===== src/rtl/rx_demix_pkg.sv =====
// rx_demix_pkg: shared definitions for the receive-side demixer.
//   state_t     FSM state encoding (IDLE/ISSUE/DRAIN/DUMP)
//   ACC_W       accumulator width for the default decimation
//   DEC_LEN     window length for the default decimation
//   acc_w()     accumulator width for a given decimation shift
//   dec_len()   window length for a given decimation shift
package rx_demix_pkg;

  typedef enum logic [1:0] {
    ST_IDLE  = 2'd0,
    ST_ISSUE = 2'd1,
    ST_DRAIN = 2'd2,
    ST_DUMP  = 2'd3
  } state_t;

  localparam int PCM_W         = 16;
  localparam int PROD_W        = 17;
  localparam int DRAIN_LEN     = 3;
  localparam int DEC_SHIFT_DEF = 6;
  localparam int ACC_W         = PROD_W + DEC_SHIFT_DEF;
  localparam int DEC_LEN       = 1 << DEC_SHIFT_DEF;

  // A full window of 17-bit products never overflows PROD_W + dec_shift bits.
  function automatic int acc_w(input int dec_shift);
    return PROD_W + dec_shift;
  endfunction

  function automatic int dec_len(input int dec_shift);
    return 1 << dec_shift;
  endfunction

endpackage


===== src/rtl/rx_demix_mult.sv =====
// rx_demix_mult: signed multiplier with a configurable output pipeline.
//   clk1, rst   clock, synchronous active-high reset
//   a [di1]     signed operand 1
//   b [di2]     signed operand 2
//   p [dow]     signed product, valid 'pipeline' clocks after a/b
module rx_demix_mult #(
  parameter int di1      = 16,
  parameter int di2      = 16,
  parameter int dow      = 32,
  parameter int pipeline = 2
) (
  input  logic                  clk1,
  input  logic                  rst,
  input  logic signed [di1-1:0] a,
  input  logic signed [di2-1:0] b,
  output logic signed [dow-1:0] p
);

  logic signed [dow-1:0] stg [pipeline];

  always_ff @(posedge clk1) begin
    if (rst) begin
      for (int i = 0; i < pipeline; i++) stg[i] <= '0;
    end else begin
      stg[0] <= dow'(a) * dow'(b);
      for (int i = 1; i < pipeline; i++) stg[i] <= stg[i-1];
    end
  end

  assign p = stg[pipeline-1];

endmodule


===== src/rtl/rx_demix.sv =====
// rx_demix: mixes one AD PCM stream down against FREQ_NUM cos/sin carriers,
// integrates-and-dumps over 2^DEC_SHIFT samples, emits per-channel I/Q PCM.
// One shared multiplier is time-multiplexed across all 2*FREQ_NUM products.
//   clk1, rst              clock, synchronous active-high reset
//   ad_pcm_in/valid/ready  sample input handshake (ready only in IDLE)
//   cos_sita, sin_sita     per-channel carriers, ch k at [sita_w*k +: sita_w]
//   ipcm_out, qpcm_out     per-channel results, ch k at [16*k +: 16]
//   iqpcm_valid            1-cycle pulse when results update
//   err_clr, err           sticky overrun/saturation flag and its clear
//
// state | meaning
// IDLE  | waiting for a sample, ready high
// ISSUE | feeding I0,Q0,I1,Q1,... products into the multiplier
// DRAIN | letting the multiplier pipeline and accumulate finish
// DUMP  | round/saturate all accumulators to the outputs, clear window
module rx_demix
  import rx_demix_pkg::*;
#(
  parameter int FREQ_NUM  = 6,
  parameter int sita_w    = 16,
  parameter int DEC_SHIFT = 6
) (
  input  logic                         clk1,
  input  logic                         rst,
  input  logic signed [PCM_W-1:0]      ad_pcm_in,
  input  logic                         ad_pcm_valid,
  output logic                         ad_pcm_ready,
  input  logic [sita_w*FREQ_NUM-1:0]   cos_sita,
  input  logic [sita_w*FREQ_NUM-1:0]   sin_sita,
  output logic [FREQ_NUM*PCM_W-1:0]    ipcm_out,
  output logic [FREQ_NUM*PCM_W-1:0]    qpcm_out,
  output logic                         iqpcm_valid,
  input  logic                         err_clr,
  output logic                         err
);

  localparam int NPROD   = 2 * FREQ_NUM;
  localparam int ACC_WL  = acc_w(DEC_SHIFT);
  localparam int WIN_LEN = dec_len(DEC_SHIFT);
  localparam int CNT_W   = $clog2(NPROD + DRAIN_LEN);
  localparam int IDX_W   = $clog2(NPROD);
  localparam int DOW     = sita_w + PCM_W;

  localparam logic [CNT_W-1:0]     ISSUE_LAST = CNT_W'(NPROD - 1);
  localparam logic [CNT_W-1:0]     DRAIN_LAST = CNT_W'(DRAIN_LEN - 1);
  localparam logic [DEC_SHIFT-1:0] WIN_LAST   = DEC_SHIFT'(WIN_LEN - 1);
  localparam logic signed [ACC_WL:0] HALF    = (ACC_WL+1)'(WIN_LEN / 2);
  localparam logic signed [ACC_WL:0] SAT_MAX = (ACC_WL+1)'(32767);
  localparam logic signed [ACC_WL:0] SAT_MIN = (ACC_WL+1)'(-32768);

  state_t                     state;
  logic [CNT_W-1:0]           cnt;
  logic [DEC_SHIFT-1:0]       win_cnt;
  logic signed [PCM_W-1:0]    sample_q;
  logic [sita_w*FREQ_NUM-1:0] cos_q;
  logic [sita_w*FREQ_NUM-1:0] sin_q;
  logic signed [ACC_WL-1:0]   acc [NPROD];
  logic [1:0]                 v_pipe;
  logic [IDX_W-1:0]           idx_pipe [2];

  logic [IDX_W-1:0]           iss_idx;
  logic signed [sita_w-1:0]   car_sel;
  logic signed [DOW-1:0]      prod_full;
  logic signed [PROD_W-1:0]   prod;
  logic                       overrun;

  logic signed [ACC_WL:0]     rnd [NPROD];
  logic signed [ACC_WL:0]     shr [NPROD];
  logic signed [PCM_W-1:0]    dump_val [NPROD];
  logic [NPROD-1:0]           sat_vec;

  assign iss_idx = cnt[IDX_W-1:0];
  assign overrun = ad_pcm_valid && !ad_pcm_ready;

  // Even index = I (cos), odd index = Q (sin) of channel idx/2.
  always_comb begin
    car_sel = '0;
    for (int k = 0; k < FREQ_NUM; k++) begin
      if (int'(iss_idx >> 1) == k)
        car_sel = iss_idx[0] ? sin_q[sita_w*k +: sita_w] : cos_q[sita_w*k +: sita_w];
    end
  end

  rx_demix_mult #(
    .di1      (sita_w),
    .di2      (PCM_W),
    .dow      (DOW),
    .pipeline (2)
  ) u_mult (
    .clk1 (clk1),
    .rst  (rst),
    .a    (car_sel),
    .b    (sample_q),
    .p    (prod_full)
  );

  // Taking the top 17 bits is the arithmetic shift by sita_w-1.
  assign prod = prod_full[DOW-1 -: PROD_W];

  always_comb begin
    for (int k = 0; k < NPROD; k++) begin
      rnd[k]      = $signed({acc[k][ACC_WL-1], acc[k]}) + HALF;
      shr[k]      = rnd[k] >>> DEC_SHIFT;
      sat_vec[k]  = 1'b0;
      dump_val[k] = shr[k][PCM_W-1:0];
      if (shr[k] > SAT_MAX) begin
        dump_val[k] = 16'sh7fff;
        sat_vec[k]  = 1'b1;
      end else if (shr[k] < SAT_MIN) begin
        dump_val[k] = 16'sh8000;
        sat_vec[k]  = 1'b1;
      end
    end
  end

  always_ff @(posedge clk1) begin
    if (rst) begin
      state        <= ST_IDLE;
      ad_pcm_ready <= 1'b1;
      cnt          <= '0;
      win_cnt      <= '0;
      sample_q     <= '0;
      cos_q        <= '0;
      sin_q        <= '0;
      ipcm_out     <= '0;
      qpcm_out     <= '0;
      iqpcm_valid  <= 1'b0;
      err          <= 1'b0;
      v_pipe       <= '0;
      idx_pipe[0]  <= '0;
      idx_pipe[1]  <= '0;
      for (int k = 0; k < NPROD; k++) acc[k] <= '0;
    end else begin
      iqpcm_valid <= 1'b0;
      // Index/valid pipeline tracks the 2-stage multiplier latency.
      v_pipe      <= {v_pipe[0], state == ST_ISSUE};
      idx_pipe[0] <= iss_idx;
      idx_pipe[1] <= idx_pipe[0];
      if (v_pipe[1])
        acc[idx_pipe[1]] <= acc[idx_pipe[1]] + ACC_WL'(prod);

      if (err_clr)
        err <= 1'b0;
      else if (overrun || (state == ST_DUMP && |sat_vec))
        err <= 1'b1;

      case (state)
        ST_IDLE: begin
          if (ad_pcm_valid) begin
            sample_q     <= ad_pcm_in;
            cos_q        <= cos_sita;
            sin_q        <= sin_sita;
            cnt          <= '0;
            ad_pcm_ready <= 1'b0;
            state        <= ST_ISSUE;
          end
        end
        ST_ISSUE: begin
          if (cnt == ISSUE_LAST) begin
            cnt   <= '0;
            state <= ST_DRAIN;
          end else begin
            cnt <= cnt + 1'b1;
          end
        end
        ST_DRAIN: begin
          if (cnt == DRAIN_LAST) begin
            cnt <= '0;
            if (win_cnt == WIN_LAST) begin
              state <= ST_DUMP;
            end else begin
              win_cnt      <= win_cnt + 1'b1;
              ad_pcm_ready <= 1'b1;
              state        <= ST_IDLE;
            end
          end else begin
            cnt <= cnt + 1'b1;
          end
        end
        ST_DUMP: begin
          for (int k = 0; k < FREQ_NUM; k++) begin
            ipcm_out[PCM_W*k +: PCM_W] <= dump_val[2*k];
            qpcm_out[PCM_W*k +: PCM_W] <= dump_val[2*k+1];
          end
          for (int k = 0; k < NPROD; k++) acc[k] <= '0;
          win_cnt      <= '0;
          iqpcm_valid  <= 1'b1;
          ad_pcm_ready <= 1'b1;
          state        <= ST_IDLE;
        end
        default: begin
          ad_pcm_ready <= 1'b1;
          state        <= ST_IDLE;
        end
      endcase
    end
  end

endmodule

===== config.mk =====
export PLATFORM = sky130hd
export DESIGN_NAME = rx_demix
export DESIGN_NICKNAME = d
export VERILOG_FILES = /design/src/rtl/rx_demix_pkg.sv /design/src/rtl/rx_demix_mult.sv /design/src/rtl/rx_demix.sv
export SDC_FILE = /design/constraint.sdc
export NUM_CORES = 2
export LEC_CHECK = 0
export BUFFER_PORTS_ARGS = -buffer_cell sky130_fd_sc_hd__buf_4
export CELL_PAD_IN_SITES_DETAIL_PLACEMENT = 1
export CELL_PAD_IN_SITES_GLOBAL_PLACEMENT = 1
export CORE_ASPECT_RATIO = 0.7
export CORE_UTILIZATION = 25
export DETAILED_ROUTE_END_ITERATION = 12
export GPL_TIMING_DRIVEN = 0
export PLACE_DENSITY_LB_ADDON = 0.1
export SLEW_MARGIN = 10
export SYNTH_ARGS = -nofsm -noshare
export SYNTH_HDL_FRONTEND = slang
export SYNTH_SLANG_ARGS = --single-unit

===== constraint.sdc =====
create_clock -name clk1 -period 20.3 [get_ports clk1]
set_clock_uncertainty 0.15 [all_clocks]
set_input_delay 0 -clock clk1 [delete_from_list [all_inputs] [get_ports clk1]]
set_output_delay 0 -clock clk1 [all_outputs]
set_load 0.03 [all_outputs]

Word-level counts from Yosys, hierarchy flattened
Memories as Yosys holds them, arrays and structs flattened.
Index checks and enable logic that the tools add are counted.
Operators by class
  order comparisons: 24
  $add $sub $neg: 15
  eq/ne operators: 27
  bitwise gates (word level): 52
  multiply operators: 1
  multiplexer cells: 101
  reductions and logical operators: 16
Operators by type and width (number)
  $mux W16: 36
  $add A23 B7 Y24 const B: 12
  $mux W23: 12
  $gt A18 B16 Y1 const B: 12
  $lt A18 B16 Y1 const B: 12
  $mux W32: 2
  $eq A4 B4 Y1 const B: 13
  $mux W1: 36
  $logic_not A32 Y1: 1
  $mul A16 B16 Y32: 1
  $and A1 B1 Y1: 24
  $add A23 B17 Y23: 1
  $mux W4: 5
  $or A1 B1 Y1: 16
  $eq A3 B3 Y1 const B: 4
  $mux W6: 2
  $not A1 Y1: 12
  $pmux W4 S3: 1
  $pmux W6 S2: 1
  $reduce_or A12 Y1: 1
  $mux W2: 4
  $pmux W2 S4: 1
  $add A6 B1 Y6 const B: 1
  $eq A6 B6 Y1 const B: 1
  18 further kinds: 25
Storage, ports and cells
  register bits after elaboration: 417
  memories: 3
  input port bits: 212
  RAM bits: 348
Memories
  acc: words 12, bits a word 23, read ports 13, clocked after memory_dff 0, write ports 13, RTL line rx_demix.sv:57  | logic signed [ACC_WL-1:0] acc [NPROD];
  u_mult.stg: words 2, bits a word 32, read ports 2, clocked after memory_dff 0, write ports 2, RTL line rx_demix_mult.sv:19  | logic signed [dow-1:0] stg [pipeline];
  idx_pipe: words 2, bits a word 4, read ports 2, clocked after memory_dff 0, write ports 2, RTL line rx_demix.sv:59  | logic [IDX_W-1:0] idx_pipe [2];

Depth between registers and ports, before layout
  depth in word-level cells: 18
  mapped depth: 32

Cells and area by module
From an unflattened synthesis, not the netlist that was laid out.
Second synthesis, totals
  cells, all modules: 4871
  area total of the unflattened synthesis: 48637.9 um2
Modules (own cells, without submodules)
  rx_demix: area each 36682.7 um2, instances 1, cells an instance 3566
  rx_demix_mult: area each 11955.2 um2, instances 1, cells an instance 1305

Least setup slack after synthesis
OpenSTA, ideal clock, no wires.
  path kind: reg-to-reg
  start point: register cnt[1]
  end point: memory u_mult.stg[0][28]
  setup time: 121 ps
  period minus slack after synthesis: 8071 ps
  stages on the path, launching flop included: 29
  arrival: 7799 ps
  path slack: 12229 ps
  path through: dfxtp_1 -> buf_6 -> buf_2 -> buf_2 -> clkbuf_1 -> a211oi_1 -> o21ai_0 -> o21ai_0 -> a31oi_1 -> clkbuf_1 -> nand2_1 -> fa_1 -> inv_1 -> fa_1 -> inv_1 -> fa_1 -> inv_1 -> fa_1 -> fa_1 -> fa_1 -> ha_1 -> a21o_1 -> a2111oi_2 -> o21ai_0 -> a311oi_2 -> o221ai_2 -> a211oi_2 -> o21bai_1 -> mux2_4
RTL lines
  start: declaration: RTL line rx_demix.sv:52  | logic [CNT_W-1:0] cnt;
  start signal: assignment: RTL line rx_demix.sv:163  | cnt <= cnt + 1'b1;
  start signal: assignment: RTL line rx_demix.sv:177  | cnt <= cnt + 1'b1;
  end: declaration: RTL line rx_demix_mult.sv:19

==> results by group <==
STA
  • Min Tclk post-route: 10.89 ns
  • Final worst setup slack: 9.41 ns
  • Number of slew-limit violations in the final report: 0
  • WHS: 0.0360 ns
  • Slew at the pin closest to its max-slew limit: 1.50 ns
  • Headroom to the max-slew limit: 0.000224
  • Final Cycle Share: 0.537
  • RSZ-0062 raised after global routing: false
  • Max Freq: 91.8 MHz
  • Final hold violations: 0
  • Setup TNS: 0 ns
  • Finish-stage setup viols: 0

Logic synthesis
  • Syn nets: 5340
  • Part of the Yosys area used for sequential elements: 0.428
  • Mapped Cells: 4746
  • Synth top area cells: sky130_fd_sc_hd__edfxtp_1 23%, sky130_fd_sc_hd__dfxtp_1 19%, sky130_fd_sc_hd__fa_1 11%, sky130_fd_sc_hd__mux4_2 7.1%, sky130_fd_sc_hd__nand2_1 6.5%
  • Number of storage elements in the synthesis netlist: 827
  • Synthesized area per cell: 9.97 um2
  • Area of the mapped netlist: 47300 um2
  • Primary FF master, synth: sky130_fd_sc_hd__dfxtp_1
  • Post-synth top cells: 814 x sky130_fd_sc_hd__nand2_1, 459 x sky130_fd_sc_hd__dfxtp_1, 442 x sky130_fd_sc_hd__nor2_1
  • Synth warnings: 0
  • Proportion of netlist area held by the largest area contributor: 0.233
  • Most frequent cell after synthesis: sky130_fd_sc_hd__nand2_1
  • Cell taking the most area after synthesis: sky130_fd_sc_hd__edfxtp_1
  • Asr flop ratio synth: 0
  • Number of library cell types mapped by synthesis: 72
  • Post-synth EDFFs: 368

Setup path
  • Type of origin of the critical path: flop
  • Register-to-register path setup slack: 9.41 ns
  • Arrival @ worst endpoint: 11.30 ns
  • Critical path origin: cnt[0]$_SDFFE_PP0P_
  • Critical path data required time: 20.70 ns
  • Worst Setup End Kind: flop
  • Worst setup endpoint: u_mult.stg[0][30]$_SDFF_PP0_
  • Path type of the worst setup path: reg -> reg
  • Worst reg-to-reg path cell count: 25
  • Destination of the worst register-to-register timing path: u_mult.stg[0][30]$_SDFF_PP0_
  • Launch instance of the worst register-to-register path: cnt[0]$_SDFFE_PP0P_
  • Maximum fanout along the worst path: 10

CTS
  • TritonCTS buffer count: 94
  • Clock H-tree levels: 3
  • Root Buffer: sky130_fd_sc_hd__clkbuf_16
  • Number of gates given a new drive strength after cts: 0
  • Number of setup buffers added after CTS: 0
  • Clock Latency Late Sink: 0.76 ns
  • TritonCTS clock tree: done
  • Clock sink count: 827
  • Number of buffers on the longest clock path: 3
  • CTS clock-pin slew for the worst setup and hold paths: 0.06 ns

Floorplan
  • Die Span Y: 366 um
  • Chip Width: 522 um
  • Die Outline Area: 191000 um2
  • Num ports: 407
  • Std-Cell Rows: 133
  • Core ar.: 188000 um2
  • Initial core utilization: 0.252

Global route
  • Number of global-route vias before repair: 41500
  • Pin count of the biggest net entering global routing: 24
  • Aggregate global routing overflow: 0
  • Number of antenna violations at the first check in global routing: 32
  • Overall routing resource usage: 0.231
  • Global-route wire length before repair: 315000 um

Pwr
  • Power share of the combinational group: 0.311
  • Fraction of power consumed by the clock network: 0.313
  • P_sw: 2.13 mW
  • Pwr per Cell Area: 91.4 nW/um2
  • Final Power: 5.57 mW
  • Sequential share of power: 0.376
  • Leakage dissipation: 24.4 nW
  • Sw Share: 0.382
  • Worst supply voltage drop on vdd: 0.0654 mV
  • Int Power: 3.44 mW

Route
  • Antenna Violating Nets Remaining: 0
  • DRC Markers: 0
  • First-iteration detailed-routing DRC count: 3177
  • Total iterations of the first detailed-routing run: 5
  • Vias post-DR: 40200
  • Sum of routed wire length over all layers: 222000 um
  • Average routed wire per standard cell: 26.9 um
  • Vias per Instance: 4.86

Min path
  • Worst hold path class: in -> reg

Finish
  • Area growth from synthesis to layout: 28.8%
  • Share of layout cells above drive strength 1: 0.135
  • Number of nets at the end of the flow: 6267

Placed design
  • Worst slack after detailed placement: 9.40 ns
  • Quantity of I/O buffers inserted on ports: 405
  • Estimated wirelength of the detail-placed design: 175000 um
  • Placer congestion estimate: 0.900

Flow run
  • Max-cap check violation count: 1

Outcome
  • Violations in the final reports: capacitance limit
  • Result of the run: finished, violations left
-- metal layers --
metal  global-route usage  vias up  share of wire
met5                    0        -              0
met1                0.366    20800           0.51
met2                0.321     1175           0.40
met3               0.0401      222          0.063
li1                     -    18000              -
met4               0.0519        0          0.024
-- power by group through the flow --
stage,registers [mW],logic [mW],clock network (mW)
after CTS,2.09,1.73,1.79
after floorplan,2.09,0.899,0
after global placement,2.13,1.65,0
after detailed placement,2.13,1.66,0
after global routing,2.11,1.90,1.85
final,2.09,1.73,1.74
-- stage by stage --
step,utilization,cell area [um2],cells
floorplan,-,47300,4746
global placement,0.285,53500,7648
detailed placement,0.286,53700,7659
CTS,0.324,60900,8248
global route,0.324,61000,8251
finish,0.325,61000,8262
-- cell usage in the layout (no fill, tap or decap), types with 34 or more instances in the layout --
master and instances:
sky130_fd_sc_hd__nand4_1 44, sky130_fd_sc_hd__nor2b_1 57, sky130_fd_sc_hd__xor2_1 98, sky130_fd_sc_hd__edfxtp_1 368, sky130_fd_sc_hd__a211oi_1 42, sky130_fd_sc_hd__dfxtp_1 459
sky130_fd_sc_hd__fa_1 263, sky130_fd_sc_hd__nor2_1 442, sky130_fd_sc_hd__ha_1 119, sky130_fd_sc_hd__and2_1 135, sky130_fd_sc_hd__a21oi_1 289, sky130_fd_sc_hd__buf_4 411
sky130_fd_sc_hd__xnor2_1 120, sky130_fd_sc_hd__inv_1 388, sky130_fd_sc_hd__a21o_1 34, sky130_fd_sc_hd__a22oi_1 72, sky130_fd_sc_hd__and3_1 39, sky130_fd_sc_hd__nand2_1 811
sky130_fd_sc_hd__dlygate4sd3_1 413, sky130_fd_sc_hd__clkbuf_1 266, sky130_fd_sc_hd__o211ai_1 41, sky130_fd_sc_hd__o21ai_0 119, sky130_fd_sc_hd__mux4_2 149, sky130_fd_sc_hd__clkbuf_16 97
sky130_fd_sc_hd__nand3_1 96
-- critical path: stages (launching register included) --
cell and delay, ns:
sky130_fd_sc_hd__dfxtp_1 0.48, sky130_fd_sc_hd__buf_2 0.32, sky130_fd_sc_hd__buf_1 0.75, sky130_fd_sc_hd__clkbuf_1 0.65
sky130_fd_sc_hd__mux2i_1 0.21, sky130_fd_sc_hd__a31oi_1 0.89, sky130_fd_sc_hd__clkbuf_1 0.54, sky130_fd_sc_hd__nand2_1 0.17
sky130_fd_sc_hd__fa_1 0.78, sky130_fd_sc_hd__inv_1 0.10, sky130_fd_sc_hd__fa_1 0.93, sky130_fd_sc_hd__inv_1 0.21
sky130_fd_sc_hd__fa_1 0.57, sky130_fd_sc_hd__inv_1 0.05, sky130_fd_sc_hd__fa_1 0.47, sky130_fd_sc_hd__fa_1 0.54
sky130_fd_sc_hd__inv_1 0.05, sky130_fd_sc_hd__fa_1 0.64, sky130_fd_sc_hd__inv_1 0.07, sky130_fd_sc_hd__ha_1 0.41
sky130_fd_sc_hd__nand2_1 0.09, sky130_fd_sc_hd__or4_1 0.57, sky130_fd_sc_hd__nor3_1 0.50, sky130_fd_sc_hd__o21ai_0 0.24
sky130_fd_sc_hd__a21boi_0 0.22, sky130_fd_sc_hd__nor3b_1 0.07
-- cell families after synthesis --
group / count (synthesis) / synth area share
flip-flops: 827 / 0.428
adder cells (fa/ha/maj): 382 / 0.143
buffers and inverters: 675 / 0.0539
multiplexers: 186 / 0.0791
AO/OA/AOI/OAI: 715 / 0.0933
AND/OR/NAND/NOR: 1743 / 0.163
XOR/XNOR: 218 / 0.0403
-- worst min path at each step --
| stage | to | cells past startpoint | startpoint | slack [ns] |
|---|---|---|---|---|
| CTS | sample_q[1]$_SDFFE_PP0P_ | 4 | ad_pcm_in[1] | 0.001 |
| finish | u_mult.stg[0][28]$_SDFF_PP0_ | 3 | rst | 0.04 |
| detailed placement | sample_q[9]$_SDFFE_PP0P_ | 3 | ad_pcm_in[9] | 0.11 |
| global route | cos_q[13]$_SDFFE_PP0P_ | 4 | cos_sita[13] | 0.03 |
| global placement | sin_q[4]$_SDFFE_PP0P_ | 3 | sin_sita[4] | 0.10 |
| floorplan | sin_q[70]$_SDFFE_PP0P_ | 2 | sin_sita[70] | -0.01 |
-- area by class of cell --
type / count / area [um2]
fillers: 21200 / 127000
multi-input cells: 3244 / 24600
flip-flops and latches: 827 / 20200
repair buffers: 831 / 7300
well taps: 2497 / 3120
clock buffers: 141 / 2750
inverters: 388 / 1460
plain buffers: 287 / 1110
clock inverters: 35 / 347
diodes: 12 / 30.0
-- repair_timing --
item | 4_1_cts | 5_1_grt
hold endpoints to repair | 216 | 0
hold buffers | 413 | 0
setup endpoints to repair | 0 | 0
-- flip-flops by register name, summed over array words and instances (netlist names) --
signal,flops
u_mult.stg,34
win_cnt,6
sin_q,96
idx_pipe,8
cos_q,96
qpcm_out,96
ad_pcm_ready,1
state,2
iqpcm_valid,1
ipcm_out,96
acc,368
err,1
sample_q,16
v_pipe,2
cnt,4
Power figures use the tool's default switching activity.
